## config.mk

```make
export PLATFORM = sky130hd
export DESIGN_NAME = host_mem_loader
export DESIGN_NICKNAME = d
export VERILOG_FILES = /design/src/rtl/host_mem_loader_pkg.sv /design/src/rtl/hml_rd_fifo.sv /design/src/rtl/host_mem_loader.sv
export SDC_FILE = /design/constraint.sdc
export NUM_CORES = 1
export LEC_CHECK = 0
export ABC_CLOCK_PERIOD_IN_PS = 3900
export CAP_MARGIN = 20
export CORE_ASPECT_RATIO = 1.1
export CORE_MARGIN = 5
export CORE_UTILIZATION = 50
export CTS_CLUSTER_DIAMETER = 50
export DETAILED_ROUTE_END_ITERATION = 10
export GPL_TIMING_DRIVEN = 0
export PLACE_DENSITY = 0.86
export SYNTH_ARGS = -nofsm -noshare
export SYNTH_HDL_FRONTEND = slang
export SYNTH_HIERARCHICAL = 1
export SYNTH_SLANG_ARGS = --single-unit
```

## constraint.sdc

```tcl
create_clock -name clk -period 3.9 [get_ports clk]
set_input_delay 0.585 -clock clk [delete_from_list [all_inputs] [get_ports clk]]
set_output_delay 0.585 -clock clk [all_outputs]
set_load 0.05 [all_outputs]
```

## src/rtl/host_mem_loader_pkg.sv

```systemverilog
// Shared widths, FIFO depth and FSM encoding for the host memory loader.
package host_mem_loader_pkg;

  localparam int HML_MEM_W        = 16;
  localparam int HML_INS_W        = 12;
  localparam int HML_IMEMADDRW    = 6;
  localparam int HML_DMEMCSW      = 2;
  localparam int HML_SUBDMEMADDRW = 6;
  localparam int HML_FIFO_DEPTH   = 3;
  // Cycles from a read on the memory port to its data being pushed.
  localparam int HML_RD_STAGES    = 1;

  localparam logic HML_TGT_DM = 1'b0;
  localparam logic HML_TGT_IM = 1'b1;

  typedef enum logic [1:0] {
    HML_IDLE  = 2'd0,
    HML_WR    = 2'd1,
    HML_RD    = 2'd2,
    HML_DRAIN = 2'd3
  } hml_state_e;

endpackage

```

## src/rtl/hml_rd_fifo.sv

```systemverilog
// Small synchronous read-return FIFO with occupancy count; head is registered storage.
module hml_rd_fifo
  import host_mem_loader_pkg::*;
#(
  parameter  int W     = HML_MEM_W,
  parameter  int DEPTH = HML_FIFO_DEPTH,
  localparam int CW    = $clog2(DEPTH + 1),
  localparam int PW    = (DEPTH > 1) ? $clog2(DEPTH) : 1
) (
  input  logic          clk,
  input  logic          reset,
  input  logic          push,
  input  logic [W-1:0]  wdat,
  input  logic          pop,
  output logic [W-1:0]  rdat,
  output logic [CW-1:0] count,
  output logic          empty
);

  logic [DEPTH-1:0][W-1:0] mem;
  logic [PW-1:0]           wr_ptr, rd_ptr;
  logic                    do_push, do_pop;

  function automatic logic [PW-1:0] ptr_inc(input logic [PW-1:0] p);
    return (p == PW'(DEPTH - 1)) ? '0 : p + 1'b1;
  endfunction

  assign empty   = (count == '0);
  assign do_pop  = pop && !empty;
  assign do_push = push && ((count != CW'(DEPTH)) || do_pop);
  assign rdat    = mem[rd_ptr];

  always_ff @(posedge clk) begin
    if (do_push) mem[wr_ptr] <= wdat;
  end

  always_ff @(posedge clk) begin
    if (reset) begin
      wr_ptr <= '0;
      rd_ptr <= '0;
      count  <= '0;
    end else begin
      if (do_push) wr_ptr <= ptr_inc(wr_ptr);
      if (do_pop)  rd_ptr <= ptr_inc(rd_ptr);
      count <= count + CW'(do_push) - CW'(do_pop);
    end
  end

endmodule

```

## src/rtl/host_mem_loader.sv

```systemverilog
// Host burst engine for the ASIP instruction SRAM and data memory; owns the
// memory ports (t_cs=0) only while a burst is in progress.
module host_mem_loader
  import host_mem_loader_pkg::*;
#(
  parameter int MW  = HML_MEM_W,
  parameter int IW  = HML_INS_W,
  parameter int IAW = HML_IMEMADDRW,
  parameter int CSW = HML_DMEMCSW,
  parameter int SAW = HML_SUBDMEMADDRW
) (
  input  logic               clk,
  input  logic               reset,
  input  logic               h_cmd_valid,
  output logic               h_cmd_ready,
  input  logic               h_cmd_wr,
  input  logic               h_cmd_tgt,
  input  logic [CSW+SAW-1:0] h_cmd_addr,
  input  logic [7:0]         h_cmd_len,
  input  logic               h_wdat_valid,
  output logic               h_wdat_ready,
  input  logic [MW-1:0]      h_wdat,
  output logic               h_rdat_valid,
  input  logic               h_rdat_ready,
  output logic [MW-1:0]      h_rdat,
  output logic               h_busy,
  output logic               h_done,
  output logic               t_cs,
  output logic               im_en_b,
  output logic               im_we_b,
  output logic [IAW-1:0]     im_addr,
  output logic [IW-1:0]      im_wdat,
  input  logic [IW-1:0]      im_rdat,
  output logic               dm_rw,
  output logic               dm_en_b,
  output logic [CSW-1:0]     dm_cs,
  output logic [SAW-1:0]     dm_addr,
  output logic [MW-1:0]      dm_wdat,
  input  logic [MW-1:0]      dm_rdat
);

  localparam int AW = CSW + SAW;
  localparam int CW = $clog2(HML_FIFO_DEPTH + 1);

  hml_state_e           state_q, state_d;
  logic                 tgt_q, tgt_d, acc_tgt;
  logic [AW-1:0]        addr_q, addr_d, acc_addr;
  logic [7:0]           rem_q, rem_d;
  logic [HML_RD_STAGES:0] vld_pipe;
  logic                 issue_rd, issue_wr, done_wr_q, done_rd;
  logic                 rd_pop, fifo_empty, inflight, rd_room;
  logic [CW-1:0]        fifo_cnt;
  logic [2:0]           rd_occ;
  logic [MW-1:0]        rd_word;

  assign t_cs         = (state_q == HML_IDLE);
  assign h_busy       = !t_cs;
  assign h_done       = done_wr_q | done_rd;
  assign h_rdat_valid = !fifo_empty;
  assign rd_pop       = h_rdat_valid && h_rdat_ready;
  assign inflight     = |vld_pipe;
  assign rd_word      = (tgt_q == HML_TGT_IM) ? MW'(im_rdat) : dm_rdat;

  // Reads already committed (queued or in the memory pipe), net of this
  // cycle's pop; one more issue is safe while this is at most 2.
  always_comb begin
    rd_occ = 3'(fifo_cnt) - 3'(rd_pop);
    for (int i = 0; i <= HML_RD_STAGES; i++) rd_occ = rd_occ + 3'(vld_pipe[i]);
  end
  assign rd_room = (rd_occ <= 3'd2);

  always_comb begin
    state_d      = state_q;
    tgt_d        = tgt_q;
    addr_d       = addr_q;
    rem_d        = rem_q;
    acc_tgt      = tgt_q;
    acc_addr     = addr_q;
    issue_rd     = 1'b0;
    issue_wr     = 1'b0;
    done_rd      = 1'b0;
    h_cmd_ready  = 1'b0;
    h_wdat_ready = 1'b0;
    case (state_q)
      HML_IDLE: begin
        h_cmd_ready = 1'b1;
        if (h_cmd_valid) begin
          tgt_d    = h_cmd_tgt;
          acc_tgt  = h_cmd_tgt;
          acc_addr = h_cmd_addr;
          if (h_cmd_wr) begin
            addr_d  = h_cmd_addr;
            rem_d   = h_cmd_len;
            state_d = HML_WR;
          end else begin
            // First read goes out on the accept edge to save a cycle of latency.
            issue_rd = 1'b1;
            addr_d   = h_cmd_addr + 1'b1;
            rem_d    = h_cmd_len - 8'd1;
            state_d  = (h_cmd_len == 8'd0) ? HML_DRAIN : HML_RD;
          end
        end
      end
      HML_WR: begin
        h_wdat_ready = 1'b1;
        if (h_wdat_valid) begin
          issue_wr = 1'b1;
          addr_d   = addr_q + 1'b1;
          rem_d    = rem_q - 8'd1;
          if (rem_q == 8'd0) state_d = HML_DRAIN;
        end
      end
      HML_RD: begin
        if (rd_room) begin
          issue_rd = 1'b1;
          addr_d   = addr_q + 1'b1;
          rem_d    = rem_q - 8'd1;
          if (rem_q == 8'd0) state_d = HML_DRAIN;
        end
      end
      HML_DRAIN: begin
        // Writes pass through here for one cycle so the final write sees t_cs=0.
        if (!inflight && (fifo_empty || (fifo_cnt == CW'(1) && rd_pop))) begin
          state_d = HML_IDLE;
          done_rd = !fifo_empty;
        end
      end
      default: state_d = HML_IDLE;
    endcase
  end

  always_ff @(posedge clk) begin
    if (reset) begin
      state_q   <= HML_IDLE;
      tgt_q     <= HML_TGT_DM;
      addr_q    <= '0;
      rem_q     <= '0;
      vld_pipe  <= '0;
      done_wr_q <= 1'b0;
    end else begin
      state_q   <= state_d;
      tgt_q     <= tgt_d;
      addr_q    <= addr_d;
      rem_q     <= rem_d;
      vld_pipe  <= {vld_pipe[HML_RD_STAGES-1:0], issue_rd};
      done_wr_q <= issue_wr && (rem_q == 8'd0);
    end
  end

  always_ff @(posedge clk) begin
    if (reset) begin
      im_en_b <= 1'b1;
      im_we_b <= 1'b1;
      im_addr <= '0;
      im_wdat <= '0;
      dm_en_b <= 1'b1;
      dm_rw   <= 1'b1;
      dm_cs   <= '0;
      dm_addr <= '0;
      dm_wdat <= '0;
    end else begin
      im_en_b <= 1'b1;
      im_we_b <= 1'b1;
      dm_en_b <= 1'b1;
      dm_rw   <= 1'b1;
      if (issue_rd || issue_wr) begin
        if (acc_tgt == HML_TGT_IM) begin
          im_en_b <= 1'b0;
          im_we_b <= !issue_wr;
          im_addr <= acc_addr[IAW-1:0];
          if (issue_wr) im_wdat <= h_wdat[IW-1:0];
        end else begin
          dm_en_b <= 1'b0;
          dm_rw   <= !issue_wr;
          dm_cs   <= acc_addr[AW-1:SAW];
          dm_addr <= acc_addr[SAW-1:0];
          if (issue_wr) dm_wdat <= h_wdat;
        end
      end
    end
  end

  hml_rd_fifo #(.W(MW), .DEPTH(HML_FIFO_DEPTH)) u_rd_fifo (
    .clk   (clk),
    .reset (reset),
    .push  (vld_pipe[HML_RD_STAGES]),
    .wdat  (rd_word),
    .pop   (rd_pop),
    .rdat  (h_rdat),
    .count (fifo_cnt),
    .empty (fifo_empty)
  );

endmodule
```

# Yosys cells after proc, flatten, opt, wreduce, memory -nomap -nowiden
# Index checks and enable logic that the tools add are counted.
# word_totals
mem_bits_ro	0
input_bits	67
register_bits	122
mem_bits_rw	0
n_memories	0
latch_bits	0
# classes
n_reduce_logical	29
n_bitwise	3
n_div	0
addsub	11
n_eq_ne	11
n_mux	42
n_shift	0
multipliers	0
n_lt_le_gt_ge	4
# op_table
cell	n
8-bit two-way mux	10
48-bit bitwise mux	1
16-bit two-way mux	3
8-bit case mux with 3 select lines	2
16-bit binary-select mux with 2-bit select	1
16-bit demux with 2-bit select	1
8-bit by 1-bit adder with 8-bit output, second input constant	2
8-bit zero test	2
2-bit two-way mux	8
8-bit by 1-bit subtractor with 8-bit output, second input constant	2
1-bit two-way mux	14
2-bit != test, second input constant	5
2-bit == test, second input constant	4
2-bit case mux with 4 select lines	1
4-bit AND reduction	2
1-bit logical AND	7
3-bit by 1-bit adder with 3-bit output	2
2-bit by 3-bit < comparator with 1-bit output, second input constant	2
3-bit AND reduction	2
3-bit OR reduction	2
2-bit by 1-bit adder with 2-bit output, second input constant	2
2-bit by 1-bit == test with 1-bit output, second input constant	2
1-bit zero test	4
2-bit zero test	2
other kinds (12)	17

# Depth between registers and ports, before layout
# Gate-level depths: netlist of the first run.
# depth
depth_word	12
ltp_mapped	13

# By module
# The synthesis of the first run kept the hierarchy.
# by_module_without_submodules
mod	area_per_inst_um2	cells_each	instances
host_mem_loader	3649.8	430	1
hml_rd_fifo	2103.3	137	1

# Least setup slack after synthesis of the first run
# No wires, ideal clock.
# synth_timing
path_kind	flip-flop to flip-flop
startpoint	reg u_rd_fifo.count[1]
endpoint	reg addr_q[6]
path_buffers	1
path_stages_with_launch	14
arrival_time_ps	2992
required_ps	3768
path_slack_ps	776
path_cell_list	dfxtp_1 -> nor2_1 -> nor2b_1 -> ha_1 -> inv_1 -> fa_1 -> inv_1 -> fa_1 -> xnor2_2 -> nand2_2 -> a211o_1 -> buf_4 -> o21ai_0 -> a21oi_1
# synth_via
elab_chain_cells	9
# synth_rtl
element	line	text
from (decl)	hml_rd_fifo.sv:16	output logic [CW-1:0] count,
from (signal assigned)	hml_rd_fifo.sv:45	count <= count + CW'(do_push) - CW'(do_pop);
2-bit zero test	hml_rd_fifo.sv:28	assign empty = (count == '0);
named net fifo_empty	host_mem_loader.sv:51	logic rd_pop, fifo_empty, inflight, rd_room;
1-bit zero test	host_mem_loader.sv:59	assign h_rdat_valid = !fifo_empty;
1-bit logical AND	host_mem_loader.sv:60	assign rd_pop = h_rdat_valid && h_rdat_ready;
named net rd_pop	host_mem_loader.sv:51	
2-bit by 1-bit subtractor with 3-bit output	host_mem_loader.sv:67	rd_occ = 3'(fifo_cnt) - 3'(rd_pop);
3-bit by 1-bit adder with 3-bit output (2 in series)	host_mem_loader.sv:68	for (int i = 0; i <= HML_RD_STAGES; i++) rd_occ = rd_occ + 3'(vld_pipe[i]);
3-bit by 2-bit less-or-equal comparator with 1-bit output	host_mem_loader.sv:70	assign rd_room = (rd_occ <= 3'd2);
2-bit != test (no line)	-	
4-bit AND reduction (no line)	-	
to (signal assigned)	host_mem_loader.sv:143	addr_q <= addr_d;
to (decl)	host_mem_loader.sv:47	logic [AW-1:0] addr_q, addr_d, acc_addr;
# The timed path passes the listed nets, and every way through them passes these cells.
# A chain may end at the register's enable or synchronous reset.

# Worst setup path in the final report of the first run
# layout_timing
startpoint	reg u_rd_fifo.count[1]
endpoint	reg rem_q[0]
# layout_via
elab_chain_cells	9
# layout_rtl
element	line	text
2-bit zero test	hml_rd_fifo.sv:28	
named net fifo_empty	host_mem_loader.sv:51	
1-bit zero test	host_mem_loader.sv:59	
1-bit logical AND	host_mem_loader.sv:60	
named net rd_pop	host_mem_loader.sv:51	
2-bit by 1-bit subtractor with 3-bit output	host_mem_loader.sv:67	
3-bit by 1-bit adder with 3-bit output (2 in series)	host_mem_loader.sv:68	
3-bit by 2-bit less-or-equal comparator with 1-bit output	host_mem_loader.sv:70	
2-bit != test (no line)	-	
4-bit AND reduction (no line)	-	
to (signal assigned)	host_mem_loader.sv:144	rem_q <= rem_d;
to (decl)	host_mem_loader.sv:48	logic [7:0] rem_q, rem_d;
# The timed path passes the listed nets, and every way through them passes these cells.

==> impl_metrics.json, run 1 <==
{
  "status": "finished, final reports clean",
  "grt_pass1_vias": 4896,
  "placed_area_um2": 7330,
  "holdBufCountCts": 0,
  "rows": 41,
  "grt.busiest_layer": "met2",
  "power.leakage_uw": 0.00277,
  "grt_max_degree": 17,
  "cts_tree": "yes",
  "cts-resized-gates": 0,
  "crit_chain": "nor2_1 > nor2b_1 > ha_1 > inv_1 > fa_1 > inv_1 > fa_1 > xnor2_2 > nand2_2 > a211oi_4 > buf_6 > nand3_1 > a31oi_1",
  "clock_latency_ns": 0.41,
  "die_area_um2": 13800,
  "routabilityCongestion": 0.935,
  "synth_largest_area_cell": "dfxtp_1",
  "internal_power_uw": 3250,
  "slew_viol_final": 0,
  "vias": 4801,
  "syn-mean-instance-area_um2": 10.1,
  "synthesis.area_um2": 5750,
  "max-cap-violations": 0,
  "synthFlopType": "dfxtp_1",
  "max_freq_ghz": 0.279,
  "finalHoldViolations": 0,
  "die_h_um": 123,
  "start_util_pct": 50.5,
  "switching_share_pct": 39.1,
  "startpoint_type": "register",
  "drtIter0Drc": 281,
  "ant_nets": 0,
  "grt_antenna_before_repair": 0,
  "synth.most_common_cell": "nand2_1",
  "syn_nets": 650,
  "arrival_ns": 3.91,
  "syn-instance-count": 567,
  "critical_path_required_ns": 4.23,
  "synth_edf_count": 48,
  "wl_per_cell_um": 17.1,
  "yosysWarnings": 6,
  "ios": 135,
  "core_area_um2": 11400,
  "area_delta_synth_final_pct": 37.1,
  "slowest_delay_ns": 0.55,
  "async_flop_share_pct": 0,
  "ys_top_cells_by_count": "nand2_1, dfxtp_1, edfxtp_1, a21oi_1, nor2_1",
  "use_met2_pct": 38.5,
  "finish.utilization_pct": 69.3,
  "grtUsageMet1_pct": 25.7,
  "ir_worst_vdd_v": 0.000525,
  "vias_per_cell": 5.42,
  "post_cts_buffers": 0,
  "post_route_cells_drive_above_1_share_pct": 12.5,
  "synth-seq-area-share_pct": 50.8,
  "p_clk_share_pct": 27.2,
  "power_frac_seq_pct": 31.5,
  "die_w_um": 112,
  "wirelength_um": 15200,
  "synth_area_leaders": "dfxtp_1, edfxtp_1, nand2_1",
  "dp.final_hpwl_um": 11200,
  "htreeDepth": 4,
  "grtUsageMet3_pct": 5.87,
  "power_uw": 5340,
  "synth_top_area_share_pct": 25.8,
  "worst_path_max_delay_cell": "dfxtp_1",
  "hp-class": "reg -> reg",
  "power.switching_uw": 2090,
  "synthAdderAreaFrac_pct": 3.74,
  "fin_crit_ns": 3.58,
  "synthMuxAreaShare_pct": 7.92,
  "worst_setup_path_end_kind": "register",
  "synth-compound-area-share_pct": 14.3,
  "fin_area_um2": 7890,
  "clock-sinks": 122,
  "path_max_fanout": 10,
  "cts_made_buffers": 17,
  "clock_tree.root_cell": "clkbuf_16",
  "path_clk_slew_ns": 0.06,
  "ys_ff_latch": 122,
  "drt-pass1-iter-count": 6,
  "rsz0062_at_grt": "no",
  "drc_errors": 0,
  "relSlewSlack_pct": 51.9,
  "power_per_cell_area_nw_per_um2": 677,
  "clockBufferDepth": 2,
  "synth_top_family_by_area": "simple AND/OR/NAND/NOR gates",
  "synthDistinctLibCells": 69,
  "skew_ns": 0.00869,
  "fin_nets": 806,
  "worstMarginPinSlew_ns": 0.718,
  "setup_viol": 0,
  "port_buffers": 134,
  "synth-xor-area-share_pct": 2.26,
  "grt_pass1_wl_um": 24000,
  "critPathKind": "reg -> reg",
  "timing.final.crit_share_pct": 91.8,
  "overflow": 0,
  "comb_power_share_pct": 41.3,
  "diodes": 0,
  "grt_usage_pct": 22.0,
  "yosys.area_share.simple_pct": 16.7
}
metrics by stage:
stage                     TNS (ns)  worst slack, ns  hold WS (ns)  cells
after floorplan                  0            0.776         0.442    567
after global placement       -1.69          -0.0956         0.442    851
after detailed placement   -0.0845          -0.0395         0.449    854
after CTS                        0            0.361         0.460    886
after global routing             0            0.107         0.471    886
final                            0            0.319         0.454    886
placed cells by master, fill, tap and decap left out, drive strengths merged, types with 3 or more instances in the layout:
| cell | count |
|---|---|
| buf | 19 |
| nor3 | 11 |
| o21ai | 29 |
| nand4b | 3 |
| nand2 | 109 |
| ha | 14 |
| clkinvlp | 7 |
| xnor2 | 10 |
| a21oi | 43 |
| nor2b | 11 |
| dfxtp | 74 |
| edfxtp | 48 |
| a311oi | 4 |
| xor2 | 4 |
| clkinv | 3 |
| or3b | 3 |
| mux2 | 15 |
| nor4 | 5 |
| o22ai | 6 |
| nand3 | 11 |
| clkbuf | 35 |
| nand2b | 7 |
| a211oi | 14 |
| a31oi | 3 |
| mux2i | 27 |
| o21a | 4 |
| clkdlybuf4s50 | 134 |
| nor2 | 32 |
| inv | 19 |
| a32o | 4 |
| or3 | 3 |
layout make-up:
| type | count | area (um2) |
|---|---|---|
| multi-input combinational | 396 | 2600 |
| clock inverter | 11 | 97.6 |
| timing repair buffer | 137 | 1380 |
| fill | 847 | 3500 |
| inverter | 19 | 71.3 |
| buffer | 30 | 171 |
| sequential | 122 | 2920 |
| tap | 150 | 188 |
| clock buffer | 21 | 460 |
worst paths after layout:
kind | from | slack, ns | cells past startpoint | end
hold reg to reg | dm_wdat[13]$_SDFFE_PP0P_ | 0.45 | 2 | dm_wdat[13]$_SDFFE_PP0P_
setup reg to reg | u_rd_fifo/count[1]$_SDFF_PP0_ | 0.32 | 13 | rem_q[0]$_SDFFE_PP0P_
setup / recovery | u_rd_fifo/count[1]$_SDFF_PP0_ | 0.32 | 13 | rem_q[0]$_SDFFE_PP0P_
hold / removal | dm_wdat[13]$_SDFFE_PP0P_ | 0.45 | 2 | dm_wdat[13]$_SDFFE_PP0P_
power by group through the flow:
stage	Sequential (uW)	Clock, uW	Combinational [uW]
2_1_floorplan	1910	0	1320
3_3_place_gp	1690	0	2140
3_5_place_dp	1700	0	2190
4_1_cts	1680	1470	2200
5_1_grt	1700	1530	2380
6_report	1680	1450	2210
worst max-delay path, delay by kind of cell (launching register included):
kind | cells | cell delay, ns
buffers and inverters | 3 | 0.34
AOI/OAI and AO/OA | 2 | 0.67
DFF | 1 | 0.55
adders and majority gates | 3 | 0.89
xor gates and xnor gates | 1 | 0.30
and+or+nand+nor | 4 | 0.76
sequential cells by signal, indices dropped and copies added, names as in the netlist:
name / cells
u_rd_fifo/mem: 48
dm_wdat: 16
im_wdat: 12
addr_q: 8
rem_q: 8
dm_addr: 6
im_addr: 6
dm_cs: 2
state_q: 2
u_rd_fifo/count: 2
u_rd_fifo/rd_ptr: 2
u_rd_fifo/wr_ptr: 2
vld_pipe: 2
dm_en_b: 1
dm_rw: 1
done_wr_q: 1
im_en_b: 1
im_we_b: 1
tgt_q: 1
metal layers:
| layer | share of wire, % | vias up | wire length [um] |
|---|---|---|---|
| met4 | 2.1 | 0 | 326 |
| met5 | 0 | - | 0 |
| met1 | 41 | 2242 | 6180 |
| met3 | 6.7 | 30 | 1020 |
| met2 | 50 | 204 | 7660 |
| li1 | - | 2325 | - |
logic make-up (layout without fill, tap and decap cells):
| logic type | Yosys count | count (layout) |
|---|---|---|
| AO/OA/AOI/OAI | 121 | 121 |
| multiplexers | 42 | 42 |
| XOR/XNOR | 14 | 14 |
| buffers and inverters | 49 | 218 |
| AND/OR/NAND/NOR | 203 | 203 |
| flip-flops | 122 | 122 |
| adder cells (fa/ha/maj) | 16 | 16 |
(Power assumes the default switching activity.)
==> inputs of run 2 (changes only) <==
--- a/config.mk
+++ b/config.mk
@@ -8,12 +8,13 @@
 export ABC_CLOCK_PERIOD_IN_PS = 3900
 export CAP_MARGIN = 20
 export CORE_ASPECT_RATIO = 1.1
-export CORE_MARGIN = 5
+export CORE_MARGIN = 4
 export CORE_UTILIZATION = 50
 export CTS_CLUSTER_DIAMETER = 50
 export DETAILED_ROUTE_END_ITERATION = 10
 export GPL_TIMING_DRIVEN = 0
 export PLACE_DENSITY = 0.86
+export SETUP_SLACK_MARGIN = 0.02
 export SYNTH_ARGS = -nofsm -noshare
 export SYNTH_HDL_FRONTEND = slang
 export SYNTH_HIERARCHICAL = 1
==> run 2 against run 1 <==
Flip-flop and latch count unchanged. Via count up 1.1%. Die area down 3.4%. Clock-buffer cell count up 6. Register-to-register slack better by 0.05 ns. Sequential share of layout area down 0.20 points. Setup slack better by 0.048 ns. Clock power up 8%. Largest cell class unchanged. Final cell count down 0.34%.
==> impl_metrics.json, run 2 (synthesis gave the netlist of run 1 again) <==
{
  "drc_errors": 0,
  "die_area_um2": 13300,
  "ir_worst_vdd_v": 0.000495,
  "r2r-start": "u_rd_fifo/count[1]$_SDFF_PP0_",
  "hp-class": "reg -> reg",
  "critical_path_required_ns": 4.20,
  "post_route_cells_drive_above_1_share_pct": 12.1,
  "clockBufferDepth": 2,
  "fin_nets": 806,
  "power.leakage_uw": 0.00281,
  "largest_reg_flops": 48,
  "slew_viol_final": 0,
  "port_buffers": 134,
  "htreeDepth": 4,
  "grt_antenna_before_repair": 0,
  "whs_path_depth": 2,
  "die_h_um": 121,
  "whs_endpoint": "im_wdat[1]$_SDFFE_PP0P_",
  "max-cap-violations": 0,
  "seqCellArea_um2": 2920,
  "wl_per_cell_um": 17.3,
  "rr_worst_depth": 12,
  "worstHoldStart": "im_wdat[1]$_SDFFE_PP0P_",
  "reg_top3": "u_rd_fifo/mem: 48 flops, dm_wdat: 16 flops, im_wdat: 12 flops",
  "power.switching_uw": 2080,
  "ios": 135,
  "cts_made_buffers": 17,
  "status": "finished, final reports clean",
  "fin_crit_ns": 3.53,
  "startpoint": "u_rd_fifo/count[1]$_SDFF_PP0_",
  "path_max_fanout": 10,
  "grt_usage_pct": 23.4,
  "wirelength_um": 15300,
  "final_cell_mix": "clkdlybuf4s50_1, nand2_1, dfxtp_1",
  "start_util_pct": 51.8,
  "relSlewSlack_pct": 45.7,
  "dp.final_hpwl_um": 11200,
  "comb_power_share_pct": 40.5,
  "timing.final.crit_share_pct": 90.6,
  "critPathKind": "reg -> reg",
  "r2r_slack_ns": 0.37,
  "worstMarginPinSlew_ns": 0.811,
  "core_area_um2": 11100,
  "switching_share_pct": 37.9,
  "setup_viol": 0,
  "vias_per_cell": 5.50,
  "clock-sinks": 122,
  "p_clk_share_pct": 28.7,
  "cts-resized-gates": 0,
  "skew_ns": 0.00991,
  "grt_pass1_wl_um": 23900,
  "worstReg2RegEnd": "im_addr[2]$_SDFFE_PP0P_",
  "routabilityCongestion": 0.947,
  "worst_setup_path_end_kind": "register",
  "area_delta_synth_final_pct": 37.9,
  "max_freq_ghz": 0.283,
  "cts_tree": "yes",
  "post_cts_buffers": 0,
  "hold-worst-slack_ns": 0.451,
  "rows": 40,
  "die_w_um": 110,
  "clock_latency_ns": 0.41,
  "fillers": 802,
  "arrival_ns": 3.84,
  "diodes": 0,
  "rsz0062_at_grt": "no",
  "power_frac_seq_pct": 30.7,
  "multi_input_area_um2": 2600,
  "placed_area_um2": 7330,
  "drt-pass1-iter-count": 5,
  "drtIter0Drc": 283,
  "fin_area_um2": 7930,
  "path_clk_slew_ns": 0.05,
  "power_per_cell_area_nw_per_um2": 690,
  "overflow": 0,
  "grt_pass1_vias": 4919,
  "regMostFlops": "u_rd_fifo/mem",
  "startpoint_type": "register",
  "grt_max_degree": 17,
  "finalHoldViolations": 0,
  "vias": 4854,
  "layout_commonest_cell": "clkdlybuf4s50_1",
  "clock_tree.root_cell": "clkbuf_16",
  "ant_nets": 0,
  "internal_power_uw": 3400,
  "holdBufCountCts": 0
}
run 2: power by group through the flow:
stage,clock [uW],combinational (uW),sequential [uW]
2_1_floorplan,0,1320,1910
3_3_place_gp,0,2130,1690
3_5_place_dp,0,2190,1700
4_1_cts,1590,2200,1680
5_1_grt,1640,2380,1700
6_report,1570,2220,1680
run 2: area by class of cell:
class / count / share of cell area, %
tap: 147 / 2.32
timing repair buffer: 137 / 17.3
inverter: 19 / 0.899
clock buffer: 27 / 6.61
sequential: 122 / 36.8
buffer: 30 / 2.16
multi-input combinational: 396 / 32.8
clock inverter: 5 / 1.03
run 2: how the worst max path moves through the flow:
stage,cells past startpoint,slack [ns],to
global route,12,0.07,im_addr[2]$_SDFFE_PP0P_
detailed placement,12,-0.008,im_addr[5]$_SDFFE_PP0P_
global placement,4,-0.11,u_rd_fifo/mem[31]$_DFFE_PP_
finish,12,0.37,im_addr[2]$_SDFFE_PP0P_
floorplan,13,0.78,addr_q[6]$_SDFFE_PP0P_
CTS,12,0.34,im_addr[2]$_SDFFE_PP0P_
run 2: layer usage:
metal	routed length, um	up-vias	track usage (%)
met5	0	-	0
met4	408	0	9.93
li1	-	2322	-
met2	7780	201	40.3
met1	6020	2289	26.8
met3	1060	42	6.57
run 2: metrics by stage:
| stage | std cells | TNS, ns | setup slack [ns] | utilization (%) | total power (uW) |
|---|---|---|---|---|---|
| 6_report | 883 | 0 | 0.368 | 71.4 | 5470 |
| 4_1_cts | 883 | 0 | 0.336 | 71.4 | 5470 |
| 3_3_place_gp | 848 | -2.70 | -0.107 | 65.5 | 3830 |
| 5_1_grt | 883 | 0 | 0.0690 | 71.4 | 5730 |
| 3_5_place_dp | 851 | -0.00754 | -0.00754 | 65.9 | 3890 |
| 2_1_floorplan | 567 | 0 | 0.776 | - | 3230 |
run 2: worst max-delay path: stages, from the launching register on:
cell and delay, ns:
dfxtp_1 0.53, nor2_1 0.14, nor2b_1 0.39, ha_1 0.19
inv_1 0.04, fa_1 0.36, inv_1 0.08, fa_1 0.40
nand2b_1 0.24, a311oi_4 0.51, nor2_2 0.10, buf_2 0.20
a211oi_1 0.25
==> inputs of run 3 (changes only) <==
--- a/config.mk
+++ b/config.mk
@@ -15,6 +15,7 @@
 export GPL_TIMING_DRIVEN = 0
 export PLACE_DENSITY = 0.86
 export SETUP_SLACK_MARGIN = 0.02
+export SLEW_MARGIN = 10
 export SYNTH_ARGS = -nofsm -noshare
 export SYNTH_HDL_FRONTEND = slang
 export SYNTH_HIERARCHICAL = 1
==> results of run 3 <==
Final layout, timing and power as in run 2 (identical DEF).
